<file path="config.mk">
export PLATFORM = sky130hd
export DESIGN_NAME = aes_key_sched
export DESIGN_NICKNAME = d
export VERILOG_FILES = /design/src/rtl/aes_pkg.sv /design/src/rtl/aes_sbox.sv /design/src/rtl/aes_subword.sv /design/src/rtl/aes_key_sched.sv
export SDC_FILE = /design/constraint.sdc
export NUM_CORES = 2
export LEC_CHECK = 0
export CAP_MARGIN = 10
export CELL_PAD_IN_SITES_DETAIL_PLACEMENT = 0
export CELL_PAD_IN_SITES_GLOBAL_PLACEMENT = 1
export CORE_ASPECT_RATIO = 1.1
export CORE_MARGIN = 4
export CORE_UTILIZATION = 40
export DETAILED_ROUTE_END_ITERATION = 6
export GPL_TIMING_DRIVEN = 1
export PLACE_DENSITY = 0.64
export RECOVER_POWER = 50
export SLEW_MARGIN = 25
export SYNTH_ARGS = -nofsm -noshare
export SYNTH_HDL_FRONTEND = slang
export SYNTH_SLANG_ARGS = --single-unit
</file>
<file path="constraint.sdc">
create_clock -name clk -period 9.43 [get_ports clk]
set_input_delay 1.886 -clock clk [delete_from_list [all_inputs] [get_ports clk]]
set_output_delay 1.886 -clock clk [all_outputs]
set_load 0.01 [all_outputs]
</file>
<file path="src/rtl/aes_pkg.sv">
// AES key-schedule shared definitions.
// Holds the key-length encodings, FSM state type, per-length Nk/Nr lookups,
// GF(2^8) doubling (xtime) and the MAX_NR derivation used to size storage.
package aes_pkg;

  typedef enum logic [1:0] {
    KEY_LEN_128 = 2'b00,
    KEY_LEN_192 = 2'b01,
    KEY_LEN_256 = 2'b10,
    KEY_LEN_BAD = 2'b11
  } key_len_e;

  typedef enum logic [1:0] {
    ST_IDLE,
    ST_LOAD,
    ST_GEN,
    ST_DONE
  } state_e;

  // Word index width. The largest schedule is 4*(14+1) = 60 words, and even
  // the smallest (44 words) needs 6 bits, so this is fixed for all legal
  // MAX_KEY_BITS values. It also equals {round[3:0], 2'b00}.
  localparam int WORD_IDX_W = 6;

  // Rounds for the largest supported key: Nr = Nk + 6, Nk = bits / 32.
  function automatic int max_nr_of(input int key_bits);
    return key_bits / 32 + 6;
  endfunction

  function automatic logic [3:0] nk_of(input logic [1:0] len);
    case (key_len_e'(len))
      KEY_LEN_128: return 4'd4;
      KEY_LEN_192: return 4'd6;
      default:     return 4'd8;
    endcase
  endfunction

  function automatic logic [3:0] nr_of(input logic [1:0] len);
    case (key_len_e'(len))
      KEY_LEN_128: return 4'd10;
      KEY_LEN_192: return 4'd12;
      default:     return 4'd14;
    endcase
  endfunction

  // Legal encoding and not longer than the instance was built for.
  function automatic logic key_len_ok(input logic [1:0] len, input int max_bits);
    return (key_len_e'(len) != KEY_LEN_BAD) && ((128 + 64 * int'(len)) <= max_bits);
  endfunction

  // Multiply by x in GF(2^8) with the AES polynomial x^8+x^4+x^3+x+1.
  function automatic logic [7:0] xtime(input logic [7:0] b);
    return {b[6:0], 1'b0} ^ (b[7] ? 8'h1b : 8'h00);
  endfunction

endpackage

</file>
<file path="src/rtl/aes_sbox.sv">
// AES forward S-box, purely combinational table lookup.
// Ports: in_byte (8b) -> out_byte (8b).
module aes_sbox (
  input  logic [7:0] in_byte,
  output logic [7:0] out_byte
);

  // Entry 0 occupies the top byte, so entry n sits at bit offset (255-n)*8,
  // which is simply {~n, 3'b000}.
  localparam logic [2047:0] SBOX_TABLE = {
    128'h637c777bf26b6fc53001672bfed7ab76,
    128'hca82c97dfa5947f0add4a2af9ca472c0,
    128'hb7fd9326363ff7cc34a5e5f171d83115,
    128'h04c723c31896059a071280e2eb27b275,
    128'h09832c1a1b6e5aa0523bd6b329e32f84,
    128'h53d100ed20fcb15b6acbbe394a4c58cf,
    128'hd0efaafb434d338545f9027f503c9fa8,
    128'h51a3408f929d38f5bcb6da2110fff3d2,
    128'hcd0c13ec5f974417c4a77e3d645d1973,
    128'h60814fdc222a908846eeb814de5e0bdb,
    128'he0323a0a4906245cc2d3ac629195e479,
    128'he7c8376d8dd54ea96c56f4ea657aae08,
    128'hba78252e1ca6b4c6e8dd741f4bbd8b8a,
    128'h703eb5664803f60e613557b986c11d9e,
    128'he1f8981169d98e949b1e87e9ce5528df,
    128'h8ca1890dbfe6426841992d0fb054bb16
  };

  logic [10:0] bit_base;

  assign bit_base = {~in_byte, 3'b000};
  assign out_byte = SBOX_TABLE[bit_base +: 8];

endmodule

</file>
<file path="src/rtl/aes_subword.sv">
// SubWord: applies the AES S-box to each byte of a 32-bit word.
// Ports: word_in (32b) -> word_out (32b).
module aes_subword (
  input  logic [31:0] word_in,
  output logic [31:0] word_out
);

  for (genvar b = 0; b < 4; b++) begin : g_sbox
    aes_sbox u_sbox (
      .in_byte (word_in[8*b +: 8]),
      .out_byte(word_out[8*b +: 8])
    );
  end

endmodule

</file>
<file path="src/rtl/aes_key_sched.sv">
// AES key expansion (128/192/256-bit keys) with round-key read port.
// Ports:
//   clk, rst_n          clock, async active-low reset
//   start, key_len, key expansion request, length code, left-aligned key
//   busy, done, err     in progress, one-cycle completion pulse, sticky reject
//   rk_rd_en, rk_rd_idx round-key read request and round number
//   rk_rd_data/valid    registered read result, one cycle after the request
// Flow: IDLE -> LOAD (write w[0..Nk-1]) -> GEN (one word per cycle) -> DONE.
module aes_key_sched
  import aes_pkg::*;
#(
  parameter int MAX_KEY_BITS = 256
) (
  input  logic                    clk,
  input  logic                    rst_n,
  input  logic                    start,
  input  logic [1:0]              key_len,
  input  logic [MAX_KEY_BITS-1:0] key,
  output logic                    busy,
  output logic                    done,
  output logic                    err,
  input  logic                    rk_rd_en,
  input  logic [3:0]              rk_rd_idx,
  output logic [127:0]            rk_rd_data,
  output logic                    rk_rd_valid
);

  localparam int MAX_NK = MAX_KEY_BITS / 32;
  localparam int MAX_NR = max_nr_of(MAX_KEY_BITS);
  localparam int WORDS  = 4 * (MAX_NR + 1);

  typedef logic [WORD_IDX_W-1:0] widx_t;

  state_e                  state, state_next;
  logic [MAX_KEY_BITS-1:0] key_q;
  logic [3:0]              nk_q, nr_q;
  widx_t                   i_q;       // index of the word being generated
  logic [2:0]              mod_q;     // i_q mod Nk, tracked without a divider
  logic [7:0]              rcon_q;
  logic                    key_ready;

  logic [31:0] w [WORDS];
  logic [31:0] key_words [MAX_NK];

  logic        accept, reject, last_word, rd_ok;
  logic [31:0] temp, old_word, rot_word, sub_in, sub_out, temp_mix, new_word;
  widx_t       rd_base;

  for (genvar g = 0; g < MAX_NK; g++) begin : g_key_words
    assign key_words[g] = key_q[MAX_KEY_BITS-1-32*g -: 32];
  end

  assign accept    = (state == ST_IDLE) && start && key_len_ok(key_len, MAX_KEY_BITS);
  assign reject    = (state == ST_IDLE) && start && !key_len_ok(key_len, MAX_KEY_BITS);
  // Last word index is 4*(Nr+1)-1 = {Nr, 2'b11}.
  assign last_word = (i_q == {nr_q, 2'b11});

  // ---------------- FSM ----------------
  always_ff @(posedge clk or negedge rst_n) begin
    // NOTE: clocked state uses non-blocking (<=) so every register samples
    // pre-edge values; blocking here would create order-dependent races.
    if (!rst_n) state <= ST_IDLE;
    else        state <= state_next;
  end

  always_comb begin
    // NOTE: default first so every path assigns state_next; a missing branch
    // would otherwise infer a latch.
    state_next = state;
    case (state)
      ST_IDLE: if (accept)    state_next = ST_LOAD;
      ST_LOAD:                state_next = ST_GEN;
      ST_GEN:  if (last_word) state_next = ST_DONE;
      ST_DONE:                state_next = ST_IDLE;
      default:                state_next = ST_IDLE;
    endcase
  end

  // ---------------- word generation ----------------
  assign temp     = w[i_q - widx_t'(1)];
  assign old_word = w[i_q - widx_t'(nk_q)];
  assign rot_word = {temp[23:0], temp[31:24]};
  assign sub_in   = (mod_q == 3'd0) ? rot_word : temp;

  aes_subword u_subword (
    .word_in (sub_in),
    .word_out(sub_out)
  );

  always_comb begin
    temp_mix = temp;
    if (mod_q == 3'd0)                        temp_mix = sub_out ^ {rcon_q, 24'h0};
    else if (nk_q == 4'd8 && mod_q == 3'd4)   temp_mix = sub_out;
  end

  assign new_word = old_word ^ temp_mix;

  // NOTE: word storage has no reset; contents are meaningless until a
  // schedule completes and key_ready gates every read until then.
  always_ff @(posedge clk) begin
    if (state == ST_LOAD) begin
      for (int j = 0; j < MAX_NK; j++) begin
        if (j < int'(nk_q)) w[j] <= key_words[j];
      end
    end else if (state == ST_GEN) begin
      w[i_q] <= new_word;
    end
  end

  // ---------------- control / outputs ----------------
  assign rd_base = {rk_rd_idx, 2'b00};
  assign rd_ok   = rk_rd_en && key_ready && !busy && (rk_rd_idx <= nr_q);

  always_ff @(posedge clk or negedge rst_n) begin
    if (!rst_n) begin
      busy        <= 1'b0;
      done        <= 1'b0;
      err         <= 1'b0;
      key_ready   <= 1'b0;
      key_q       <= '0;
      nk_q        <= 4'd0;
      nr_q        <= 4'd0;
      i_q         <= '0;
      mod_q       <= 3'd0;
      rcon_q      <= 8'h01;
      rk_rd_valid <= 1'b0;
      rk_rd_data  <= '0;
    end else begin
      busy <= (state_next == ST_LOAD) || (state_next == ST_GEN);
      done <= (state_next == ST_DONE);

      if (accept) begin
        key_q     <= key;
        nk_q      <= nk_of(key_len);
        nr_q      <= nr_of(key_len);
        err       <= 1'b0;
        key_ready <= 1'b0;
      end else if (reject) begin
        err <= 1'b1;
      end

      // Only reachable from GEN, so never collides with accept.
      if (state_next == ST_DONE) key_ready <= 1'b1;

      case (state)
        ST_LOAD: begin
          i_q    <= widx_t'(nk_q);
          mod_q  <= 3'd0;
          rcon_q <= 8'h01;
        end
        ST_GEN: begin
          i_q   <= i_q + widx_t'(1);
          mod_q <= ({1'b0, mod_q} == nk_q - 4'd1) ? 3'd0 : mod_q + 3'd1;
          if (mod_q == 3'd0) rcon_q <= xtime(rcon_q);
        end
        default: ;
      endcase

      rk_rd_valid <= rd_ok;
      rk_rd_data  <= rd_ok ? {w[rd_base], w[rd_base + widx_t'(1)],
                              w[rd_base + widx_t'(2)], w[rd_base + widx_t'(3)]}
                           : '0;
    end
  end

endmodule

</file>
Yosys cells after proc, flatten, opt, wreduce, memory -nomap -nowiden
Memories as Yosys holds them, arrays and structs flattened.
Cells that the tools add are included.
W data, S select, Z words.

word-level totals
  ROM bits = 0
  memories = 1
  bits in latches = 0
  register bits after elaboration = 416
  memory bits (writable) = 1920

operators by class
  div/mod/pow operators = 0
  equal/unequal tests = 13
  shift-type cells = 4
  reductions and logical operators = 19
  $lt $le $gt $ge = 10
  $mul = 0
  add/subtract/negate cells = 9
  mux-type cells = 49
  bitwise gates (word level) = 7

memory list
  memory  words  bits a word  read ports  clocked after memory_dff  write ports  line                 text
  w       60     32           6           0                         8            aes_key_sched.sv:42  logic [31:0] w [WORDS];

operator list
  cell                          number
  $shiftx A2048 B12 Y8 const A  4
  $mux W128                     1
  $mux W32                      4
  $xor A32 B32 Y32              2
  $mux W1                       32
  $not A8 Y8                    4
  $reduce_or A32 Y1             1
  $lt A3 B4 Y1 const A          4
  $pmux W8 S2                   1
  $add A6 B1 Y6 const B         2
  $add A6 B2 Y6 const B         2
  $pmux W3 S2                   2
  $pmux W6 S2                   1
  $add A8 B8 Y9 const A         1
  $le A9 B9 Y1 const B          1
  $eq A2 B2 Y1 const B          4
  $logic_and A1 B1 Y1           8
  $lt A1 B4 Y1 const A          2
  $lt A2 B4 Y1 const A          2
  $mux W8                       1
  $pmux W2 S4                   1
  $pmux W4 S2                   1
  $xor A8 B5 Y8                 1
  $eq A2 B1 Y1 const B          3
  21 further kinds              26

Depth between registers and ports, before layout
An unclocked memory read counts as a cell.

  depth after elaboration = 9
  gate-level depth with buffers = 37

Hierarchy
From an unflattened synthesis, not the netlist that was laid out.

second synthesis, totals
  cell total of the unflattened synthesis = 10648
  area, all modules = 146018.8 um^2

by module, submodules not included
  module         cells an instance  area each (um^2)  times used  seq. area each (um^2)
  aes_key_sched  8424               132025.4          1           71860.2
  aes_sbox       556                3498.4            4           0.0

Worst setup path after synthesis
No wires, ideal clock.

  path type = reg-to-reg
  start = register i_q[0]
  end = memory w[10][19] (data pin)
  cell stages (with the launch flop) = 32
  required time = 8864 ps
  arrival = 8123 ps
  setup slack = 741 ps
  path through = dfrtp_1 buf_6 buf_8 buf_6 buf_8 buf_6 buf_6 buf_4 inv_2 ha_1 buf_4 buf_2 buf_2 buf_2 clkbuf_1 mux4_2 mux4_1 a22oi_1 nand3_1 o21ai_1 inv_1 ha_1 inv_1 or2_2 buf_1 a21boi_0 nand2_1 o311ai_0 o211ai_1 nand4_1 o211ai_1 xnor2_1

RTL lines
  item                    line                  text
  start, declared         aes_key_sched.sv:37   widx_t i_q;
  start signal, assigned  aes_key_sched.sv:147  i_q <= widx_t'(nk_q);
  start signal, assigned  aes_key_sched.sv:152  i_q <= i_q + widx_t'(1);
  end, declared           aes_key_sched.sv:42

==> out/metrics.cfg <==
[run_status]
outcome=complete, but fails checks
violations=max-capacitance violations, max-slew violations

[clock_network]
tritoncts=yes
numCtsBuffers=274
clock_latency_ns=0.96
cts.sinks=2462
root_buffer=clkbuf_16
ctsLongestPathBuffers=4
h-tree-depth=5
cts_resized=0
cts_setup_buffers=0
path_clk_slew_ns=0.06
cts_hold_buf=0

[sta]
fin_tns_setup_ns=0
hold_violations=0
setup_ws_ns=0.476
fmax_mhz=112
whs_ns=0.473
grt_setup_unrepaired=no
fin_crit_ns=8.95
fin_skew_ns=0.0878
post-route-period-util=0.949
tightest_slew_ns=6.09
slew_violations=2484
maxSlewHeadroom=-3.06
finalSetupViolations=0

[floorplan]
row_count=230
die_area_sq_um=369000
io_pins=398
die_w_microns=580
floorplan.initialDensity=0.402
die-height_microns=637
coreArea_sq_um=357000

[yosys]
synth_edf_count=2048
yosys.cell_types.count=128
netlist_area_sq_um=144000
yosys_warnings=0
ys_top_cells_by_area=edfxtp_1 43%, mux4_2 29%, dfrtp_1 7.2%
syn_inst=9497
synth_top_flop_cell=edfxtp_1
async_reset_ff_frac=0.168
postSynthAreaPerCell_sq_um=15.1
synth.yosys.seq_area_share=0.500
yosys_register_bits=2462
synth_top_area_share=0.428
synth_nets=9837
synth_largest_area_cell=edfxtp_1

[layout]
nNetsFinal=10400
layout-drive-gt1-share=0.318
multiInputGateArea_sq_um=67600
regArea_sq_um=71900
n_fill_cell=31200
area_delta_synth_final_pct=15.1
finalNonFillerCells=15100

[critical_path]
r2r-start=state[0]
worstPathMaxFanout=33
path_class=flip-flop to flip-flop
startpoint=state[0]
cp.required_ns=9.89
critPathCaptureType=flip-flop
cp.arrival_ns=9.42
cp-start-kind=flip-flop
ff2ff_path_depth=7

[power]
swShare=0.221
clkPwrFrac=0.471
net-switching-power_mw=5.22
cellPowerDensity_nw_per_um2=142
p_seq_frac=0.494
cellLeakagePower_nw=54.9
p_int_mw=18.4
p_comb_frac=0.036
ir_drop_mv=0.139

[drt]
via_per_inst=7.23
route.detailed.drc=0
wl_per_cell_microns=45.6
dr.pass1.iters=7
antenna_left=0
routed_wl_microns=687000
drt_iter0_markers=20200
vias=109000

[global_route]
antenna_found_initial=59
grt_pass1_vias=104000
grt-ovfl-total=0
grt.total_usage=0.363
grt_max_degree=151
grt_pass1_wl_microns=925000

[place]
place_congestion=0.998
dp.cells=14500
io_buffers=397
place_ws_ns=1.29
dp_hpwl_microns=460000

[hold_path]
whs_path_depth=2
min_path_type=flip-flop to flip-flop
hold_start=key_q[28]

[run]
drv_cap=119

[layer usage]
layer | global-route usage | vias to the layer above | share of wire | wire length, microns
met3 | 0.165 | 1900 | 0.17 | 114000
met5 | 0 | - | 0.00032 | 218
met1 | 0.472 | 56500 | 0.35 | 243000
li1 | - | 40100 | - | -
met2 | 0.515 | 10400 | 0.42 | 287000
met4 | 0.175 | 16 | 0.062 | 42500
[final timing paths]
| check | end | slack, ns |
|---|---|---|
| max | w[45][8] | 0.48 |
| min | key_q[28] | 0.47 |
| max reg2reg | w[45][8] | 0.48 |
| min reg2reg | key_q[28] | 0.47 |
| max in group asynchronous | rk_rd_data[8] | 1.52 |
| min in group asynchronous | rk_rd_data[17] | 2.62 |
[kinds of logic (layout without fill, tap and decap cells)]
logic type,count (synthesis),count (layout),synth area share
flops,2462,2462,0.500
mux,2159,2159,0.317
fa+ha+maj,74,74,0.00649
compound gates,1346,1346,0.0631
simple gates,2413,2413,0.0742
xor+xnor,68,68,0.00529
other cells,0,32,0
buf+inv,975,1753,0.0343
[power groups by stage]
stage,clock (mW),sequential [mW],combinational (mW)
floorplan,0,11.9,0.428
global placement,0,11.9,0.824
detailed placement,0,11.9,0.830
CTS,11.2,11.6,0.833
global route,11.7,11.6,0.867
finish,11.1,11.6,0.840
[flip-flops by register name (all words and copies together), names as in the netlist]
register     count
w             2048
nr_q             3
rcon_q           8
rk_rd_valid      1
rk_rd_data     128
mod_q            3
key_ready        1
state            2
done             1
err              1
busy             1
i_q              6
nk_q             3
key_q          256
[final cells by class]
cell class                      count  share of cell area
Sequential cell                  2462               0.434
Multi-Input combinational cell   6060               0.409
Timing Repair Buffer             1168              0.0637
Clock buffer                      359              0.0459
Tap cell                         4756              0.0360
Clock inverter                    141             0.00916
Inverter                           85             0.00193
Antenna cell                       32            0.000484
[cell usage in the layout, fill, tap and decap left out, types with 71 or more instances in the layout]
cell type,instances
edfxtp_1,2048
mux4_2,1857
nand2_1,1352
buf_4,584
dfrtp_1,412
nor2_1,328
o21ai_0,298
clkbuf_16,284
a21oi_1,259
clkdlybuf4s50_1,259
nor2b_1,162
clkbuf_1,148
dlygate4sd3_1,133
mux2_2,130
mux2i_1,127
nand3_1,124
nor3_1,91
o211ai_1,83
buf_12,82
a211oi_1,81
a31oi_1,77
nand4_1,73
ha_1,71
[Yosys cell counts, drive strengths merged, types with 87 or more instances]
cell	count
dfrtp	413
mux2	131
nand3	124
edfxtp	2048
clkbuf	436
mux2i	138
buf	453
nor2b	162
nor3	93
o211ai	87
o21ai	367
nand2	1357
nor2	360
mux4	1890
a21oi	260
[worst max-delay path, stage by stage, from the launching register on]
cell and delay, ns:
dfrtp_1 0.41, inv_1 0.11, ha_1 0.16, clkbuf_1 1.24, nand3_1 1.05, nor2_1 1.26
clkbuf_1 2.17, clkbuf_1 1.94
[per-stage QoR]
step	power [mW]	util	instance area [sq um]
global placement	12.7	0.439	157000
detailed placement	12.7	0.439	157000
finish	23.6	0.463	165000
global route	24.2	0.463	165000
CTS	23.7	0.465	166000
floorplan	12.3	-	144000
No activity file was read; power rests on OpenSTA's default activity.
